**src/rtl/puf_pkg.sv**
```systemverilog
// Shared types and helpers for the PUF readout engine: FSM states,
// default command bytes and word/lane arithmetic.
package puf_pkg;

  typedef enum logic [3:0] {
    ST_INIT,
    ST_IDLE,
    ST_MEM_WAIT,
    ST_LOAD,
    ST_WAIT_RDY,
    ST_SEND,
    ST_WAIT_TX,
    ST_NEXT,
    ST_CSUM
  } state_e;

  localparam logic [7:0] CMD_FULL_DEF  = 8'h73;
  localparam logic [7:0] CMD_RANGE_DEF = 8'h72;
  localparam logic [7:0] CMD_ABORT_DEF = 8'h78;
  localparam int         NUM_ARGS      = 4;

  function automatic int bpw_of(input int data_w);
    return data_w / 8;
  endfunction

  function automatic int lane_of(input int idx, input int bpw);
    return idx % bpw;
  endfunction

endpackage

```
**src/rtl/puf_cmd_parser.sv**
```systemverilog
// Command byte decoder: recognises full/ranged dump requests while idle,
// collects the four ranged-dump argument bytes, and flags aborts while busy.
module puf_cmd_parser
  import puf_pkg::*;
#(
  parameter int         NUM_BYTES = 16384,
  parameter logic [7:0] CMD_FULL  = CMD_FULL_DEF,
  parameter logic [7:0] CMD_RANGE = CMD_RANGE_DEF,
  parameter logic [7:0] CMD_ABORT = CMD_ABORT_DEF
) (
  input  logic        clk,
  input  logic        rst_n,
  input  logic        idle_i,
  input  logic        busy_i,
  input  logic        rx_vld_i,
  input  logic [7:0]  rx_data_i,
  output logic        cmd_vld_o,
  output logic [15:0] start_o,
  output logic [16:0] len_o,
  output logic        abort_o
);

  logic        arg_q,  arg_d;
  logic [1:0]  cnt_q,  cnt_d;
  logic [23:0] args_q, args_d;

  // Outputs are combinational so the engine can drive the first address
  // in the very cycle after the command/last argument byte.
  always_comb begin
    arg_d     = arg_q;
    cnt_d     = cnt_q;
    args_d    = args_q;
    cmd_vld_o = 1'b0;
    start_o   = '0;
    len_o     = '0;
    abort_o   = busy_i && rx_vld_i && (rx_data_i == CMD_ABORT);
    if (idle_i && rx_vld_i) begin
      if (arg_q) begin
        if (cnt_q == 2'(NUM_ARGS - 1)) begin
          cmd_vld_o = 1'b1;
          start_o   = args_q[23:8];
          len_o     = {1'b0, args_q[7:0], rx_data_i};
          arg_d     = 1'b0;
          cnt_d     = '0;
        end else begin
          args_d = {args_q[15:0], rx_data_i};
          cnt_d  = cnt_q + 2'd1;
        end
      end else if (rx_data_i == CMD_FULL) begin
        cmd_vld_o = 1'b1;
        len_o     = 17'(NUM_BYTES);
      end else if (rx_data_i == CMD_RANGE) begin
        arg_d = 1'b1;
      end
    end
  end

  always_ff @(posedge clk or negedge rst_n) begin
    if (!rst_n) begin
      arg_q  <= 1'b0;
      cnt_q  <= '0;
      args_q <= '0;
    end else begin
      arg_q  <= arg_d;
      cnt_q  <= cnt_d;
      args_q <= args_d;
    end
  end

endmodule

```
**src/rtl/puf_dump_engine.sv**
```systemverilog
// UART-driven PUF readout: streams RAM bytes (full or ranged, wrapping)
// to the transmitter, then an XOR checksum byte; abortable mid-dump.
module puf_dump_engine
  import puf_pkg::*;
#(
  parameter int         DATA_W    = 16,
  parameter int         ADDR_W    = 13,
  parameter int         NUM_BYTES = 16384,
  parameter logic [7:0] CMD_FULL  = CMD_FULL_DEF,
  parameter logic [7:0] CMD_RANGE = CMD_RANGE_DEF,
  parameter logic [7:0] CMD_ABORT = CMD_ABORT_DEF
) (
  input  logic              clk,
  input  logic              rst_n,
  input  logic              uart_rx_ready,
  input  logic [7:0]        uart_data_from_rx,
  input  logic              uart_tx_ready,
  output logic [7:0]        uart_data_to_tx,
  output logic              uart_tx_enable,
  output logic [ADDR_W-1:0] ram_raddr,
  input  logic [DATA_W-1:0] ram_rdata,
  output logic              busy,
  output logic              dump_done
);

  localparam int BPW = bpw_of(DATA_W);
  localparam int IW  = $clog2(NUM_BYTES);

  state_e            state_q, state_d;
  logic [IW-1:0]     idx_q,   idx_d;
  logic [16:0]       rem_q,   rem_d;
  logic [7:0]        csum_q,  csum_d;
  logic [7:0]        data_q,  data_d;
  logic [ADDR_W-1:0] raddr_q, raddr_d;
  logic              tx_en_q, tx_en_d;
  logic              done_q,  done_d;
  logic              busy_q,  busy_d;
  logic              abort_q, abort_d;
  logic              csph_q,  csph_d;
  logic              ign_q,   ign_d;

  logic              cmd_vld, abort_p;
  logic [15:0]       cmd_start;
  logic [16:0]       cmd_len;
  logic [IW-1:0]     idx_start, idx_nxt;
  logic [7:0]        lane_byte;
  int                lane;

  puf_cmd_parser #(
    .NUM_BYTES (NUM_BYTES),
    .CMD_FULL  (CMD_FULL),
    .CMD_RANGE (CMD_RANGE),
    .CMD_ABORT (CMD_ABORT)
  ) u_parser (
    .clk       (clk),
    .rst_n     (rst_n),
    .idle_i    (state_q == ST_IDLE),
    .busy_i    (busy_q),
    .rx_vld_i  (uart_rx_ready),
    .rx_data_i (uart_data_from_rx),
    .cmd_vld_o (cmd_vld),
    .start_o   (cmd_start),
    .len_o     (cmd_len),
    .abort_o   (abort_p)
  );

  function automatic logic [ADDR_W-1:0] waddr(input logic [IW-1:0] i);
    return ADDR_W'(int'(i) / BPW);
  endfunction

  assign idx_start = IW'(int'(cmd_start) % NUM_BYTES);
  assign idx_nxt   = idx_q + 1'b1;
  assign lane      = lane_of(int'(idx_q), BPW);
  assign lane_byte = 8'(ram_rdata >> (8 * lane));

  always_comb begin
    state_d  = state_q;
    idx_d    = idx_q;
    rem_d    = rem_q;
    csum_d   = csum_q;
    data_d   = data_q;
    raddr_d  = raddr_q;
    tx_en_d  = 1'b0;
    done_d   = 1'b0;
    busy_d   = busy_q;
    abort_d  = abort_q;
    csph_d   = csph_q;
    ign_d    = ign_q;
    // Abort only matters before the checksum phase starts.
    if (abort_p && busy_q && !csph_q) abort_d = 1'b1;
    case (state_q)
      ST_INIT: begin
        tx_en_d = 1'b1;
        data_d  = 8'h00;
        state_d = ST_IDLE;
      end
      ST_IDLE: begin
        if (cmd_vld) begin
          idx_d   = idx_start;
          raddr_d = waddr(idx_start);
          rem_d   = cmd_len;
          csum_d  = 8'h00;
          abort_d = 1'b0;
          csph_d  = 1'b0;
          busy_d  = 1'b1;
          state_d = (cmd_len == '0) ? ST_CSUM : ST_MEM_WAIT;
        end
      end
      ST_MEM_WAIT: state_d = ST_LOAD;
      ST_LOAD: begin
        data_d  = lane_byte;
        csum_d  = csum_q ^ lane_byte;
        tx_en_d = uart_tx_ready;
        state_d = uart_tx_ready ? ST_SEND : ST_WAIT_RDY;
      end
      ST_WAIT_RDY: begin
        tx_en_d = uart_tx_ready;
        state_d = uart_tx_ready ? ST_SEND : ST_WAIT_RDY;
      end
      ST_SEND: begin
        ign_d   = 1'b1;
        state_d = ST_WAIT_TX;
      end
      ST_WAIT_TX: begin
        // tx_ready may still reflect the pre-strobe idle state for a cycle.
        if (ign_q) begin
          ign_d = 1'b0;
        end else if (uart_tx_ready) begin
          if (csph_q) begin
            busy_d  = 1'b0;
            done_d  = 1'b1;
            state_d = ST_IDLE;
          end else begin
            state_d = ST_NEXT;
          end
        end
      end
      ST_NEXT: begin
        rem_d = rem_q - 17'd1;
        if (rem_q == 17'd1 || abort_q) begin
          state_d = ST_CSUM;
        end else begin
          idx_d   = idx_nxt;
          raddr_d = waddr(idx_nxt);
          state_d = ST_MEM_WAIT;
        end
      end
      ST_CSUM: begin
        data_d  = csum_q;
        csph_d  = 1'b1;
        tx_en_d = uart_tx_ready;
        state_d = uart_tx_ready ? ST_SEND : ST_WAIT_RDY;
      end
      default: state_d = ST_INIT;
    endcase
  end

  always_ff @(posedge clk or negedge rst_n) begin
    if (!rst_n) begin
      state_q <= ST_INIT;
      idx_q   <= '0;
      rem_q   <= '0;
      csum_q  <= '0;
      data_q  <= '0;
      raddr_q <= '0;
      tx_en_q <= 1'b0;
      done_q  <= 1'b0;
      busy_q  <= 1'b0;
      abort_q <= 1'b0;
      csph_q  <= 1'b0;
      ign_q   <= 1'b0;
    end else begin
      state_q <= state_d;
      idx_q   <= idx_d;
      rem_q   <= rem_d;
      csum_q  <= csum_d;
      data_q  <= data_d;
      raddr_q <= raddr_d;
      tx_en_q <= tx_en_d;
      done_q  <= done_d;
      busy_q  <= busy_d;
      abort_q <= abort_d;
      csph_q  <= csph_d;
      ign_q   <= ign_d;
    end
  end

  assign uart_data_to_tx = data_q;
  assign uart_tx_enable  = tx_en_q;
  assign ram_raddr       = raddr_q;
  assign busy            = busy_q;
  assign dump_done       = done_q;

endmodule

```
**config.mk**
```make
export PLATFORM = sky130hd
export DESIGN_NAME = puf_dump_engine
export DESIGN_NICKNAME = d
export VERILOG_FILES = /design/src/rtl/puf_pkg.sv /design/src/rtl/puf_cmd_parser.sv /design/src/rtl/puf_dump_engine.sv
export SDC_FILE = /design/constraint.sdc
export NUM_CORES = 1
export LEC_CHECK = 0
export CELL_PAD_IN_SITES_DETAIL_PLACEMENT = 0
export CELL_PAD_IN_SITES_GLOBAL_PLACEMENT = 1
export CORE_MARGIN = 3
export CORE_UTILIZATION = 35
export CTS_BUF_LIST = sky130_fd_sc_hd__clkbuf_16
export DETAILED_ROUTE_END_ITERATION = 8
export PLACE_DENSITY = 0.64
export SYNTH_ARGS = -nofsm -noshare
export SYNTH_HDL_FRONTEND = slang
export SYNTH_SLANG_ARGS = --single-unit
```
**constraint.sdc**
```tcl
create_clock -name clk -period 2 [get_ports clk]
set_input_delay 0.2 -clock clk [delete_from_list [all_inputs] [get_ports clk]]
set_output_delay 0.2 -clock clk [all_outputs]
set_load 0.1 [all_outputs]
```
==> qor.csv <==
metric,value,unit
pre-CTS WS,-0.147,ns
Slew headroom,64.7,%
syn_nets,468,
Ports,52,
DRC,0,
Slew Limit Fails,0,
Die Wd,119,microns
Worst Slack Setup Final,0.119,ns
Worst-path clk slew,0.06,ns
FILL cells,1193,
first-pass GRT wire length,19600,microns
WS Path Type,reg -> reg,
"EDFF count, synth",0,
RSZ-0062 raised after global routing,false,
count of final setup violators,0,
cells along the critical path,ha_1 -> nor4b_2 -> a41oi_2 -> buf_4 -> nand2_1 -> buf_4 -> a22o_1 -> a22o_1,
CTS root buf,clkbuf_16,
met3 WL,468,microns
Post-DP HPWL,8510,microns
layout cells sized above 1,27.2,%
Peak VDD IR,0.855,mV
Yosys Warn Count,0,
final net count,561,
GRT Residual Overflow,0,
Power Total,0.00540,W
leakage,2.52,nW
pin count of the biggest net entering global routing,83,
slowest CP cell,dfrtp_1,
First-pass DRT Iterations,4,
Via density,5.30,
uppermost routed layer,met4,
CTS tree,done,
Tmin final,1.88,ns
clk sink count,82,
Critical Path RT,2.24,ns
Fin Clk Skew,0.00389,ns
DR WL/cell,16.8,microns
Critical Path Fanout Max,4,
"commonest non-fill, non-tap cells in the layout","buf_4 (85), dfrtp_1 (82), nand2_1 (50), nor2_1 (27), clkdlybuf4s50_1 (26)",
DP Cell Count,685,
internal reg-to-reg setup slack,0.12,ns
post-route insts no fill,702,
Synth cell types,62,
Num CTS Buffers,9,
max-cap violation count,0,
family with the most delay on the worst path,compound AO/OA/AOI/OAI gates,
post-CTS setup buffers,0,
"most common cell after layout, fill and taps aside",buf_4,
Post-synth ARST share,100,%
vias in the first global route,3689,
run status,"finished, final reports clean",
Reg area,2050,sq um
Die H,119,microns
sequential fraction of the synthesis area,46.0,%
Multi-input gate area,2170,sq um
power density cells,946,nW/um^2
Starting Density,36.5,%
CP arrival,2.12,ns
Setup crit start,rem_q[0],
final setup TNS,0,ns
total core area,12200,sq um
met2 wire length,5320,microns
area grow syn2layout,28.1,%
detailed-route via count,3723,
# diodes,0,
# rows,40,
Slew @ Worst Pin,0.525,ns
Buffers on Ports,51,
RR Endpoint,idx_q[11],
number of DRC markers in iteration 0,256,
ANT nets after route,0,
Buffers & Inverters on Critical Path,2,
mapped cell area,4460,sq um
Tot GR Track Use,17.6,%
met1 WL,5800,microns
Final Hold Violating Endpoints,0,
period utilisation layout,94.0,%
fmax,532,MHz
Routed WL,11800,microns
Setup crit start kind,flip-flop,
average size of a mapped cell,10.2,sq um
Max clock buf depth,2,
Setup crit end kind,flip-flop,
Final Wtd Congestion,0.883,
H-tree Lvls,3,
ys flop type,dfrtp_1,
later-pin clock latency in the skew report,0.35,ns
synthesized flop and latch total,82,
cell count after synthesis,436,
Hold Crit Class,in -> async,
DIE AREA,14100,sq um
Worst Reg2Reg Path Length in Cells,8,
Worst R2R Start,rem_q[0],
CP peak stage delay,0.39,ns
initial antenna violation count,0,
## area by class of cell
cell class              instances  share of cell area [%]
clock buffers                   9                    3.94
clock inverters                 7                   0.504
inverters                       9                   0.591
well taps                     168                    3.68
multi-input cells             311                    38.1
repair buffers                116                    17.3
flip-flops and latches         82                    35.9
## what timing repair did
action | in CTS | in global routing
resized for setup | 1 | 6
pin swaps | 0 | 0
hold buffers | 1 | 0
hold endpoints to repair | 82 | 0
setup endpoints to repair | 8 | 18
## state kept, by name, indices dropped and copies added, names as in the netlist, 2 cells and up
signal           cells
rem_q               17
state_q              4
u_parser.cnt_q       2
u_parser.args_q     22
csum_q               8
uart_data_to_tx      8
idx_q               13
## per-layer routing
layer	vias to the layer above	GRT usage, %
met5	-	0
met4	0	6.81
met2	74	26.3
li1	1803	-
met3	14	4.23
met1	1832	24.7
## metrics by stage
stage | area [sq um] | hold slack, ns | util [%]
after floorplan | 4460 | -0.0956 | -
after global placement | 5420 | 0.276 | 44.4
after detailed placement | 5420 | 0.274 | 44.4
after CTS | 5680 | 0.455 | 46.5
after global routing | 5710 | 0.472 | 46.8
final | 5710 | 0.438 | 46.8
## worst register-to-register path: stages, from the launching register on
cell	delay [ns]
dfrtp_1	0.39
ha_1	0.19
nor4b_2	0.16
a41oi_2	0.24
buf_4	0.15
nand2_1	0.07
buf_4	0.17
a22o_1	0.22
a22o_1	0.18
## power breakdown
part           internal (W)  leakage, nW  switching (W)  total [W]
sequential          0.00195         1.03       0.000271    0.00222
clock              0.000814        0.134       0.000664    0.00148
combinational      0.000673         1.36        0.00103    0.00171
total               0.00344         2.52        0.00197    0.00540
## how the worst max path moves through the flow
stage	endpoint	cells past startpoint
after floorplan	idx_q[2]	7
after global placement	state_q[1]	8
after detailed placement	idx_q[10]	7
after CTS	idx_q[11]	8
after global routing	idx_q[3]	8
final	idx_q[11]	8
## cell families (layout without fill, tap and decap cells)
kind of cell,after synthesis,in the layout,share of synthesized area [%]
AOI/OAI and AO/OA,104,104,16.4
DFF,82,82,46.0
buffers and inverters,43,141,5.95
adders and majority gates,5,5,1.35
xor gates and xnor gates,4,4,0.785
and+or+nand+nor,164,164,19.5
muxes,34,34,10.1
## Yosys cell counts (9+ instances only)
master | instances | area, sq um
mux2_4 | 19 | 285
nor2_1 | 28 | 105
o21ai_0 | 15 | 75.1
nand4_1 | 9 | 56.3
mux2_2 | 10 | 113
nand2_1 | 50 | 188
a22o_1 | 9 | 78.8
buf_4 | 14 | 105
dfrtp_1 | 82 | 2050
nor4_1 | 9 | 56.3
inv_1 | 9 | 33.8
nor3_1 | 10 | 50.1
clkbuf_1 | 9 | 33.8
a21oi_1 | 14 | 70.1
nand3_1 | 26 | 130
Note: power is estimated with default switching activity, not from simulation.
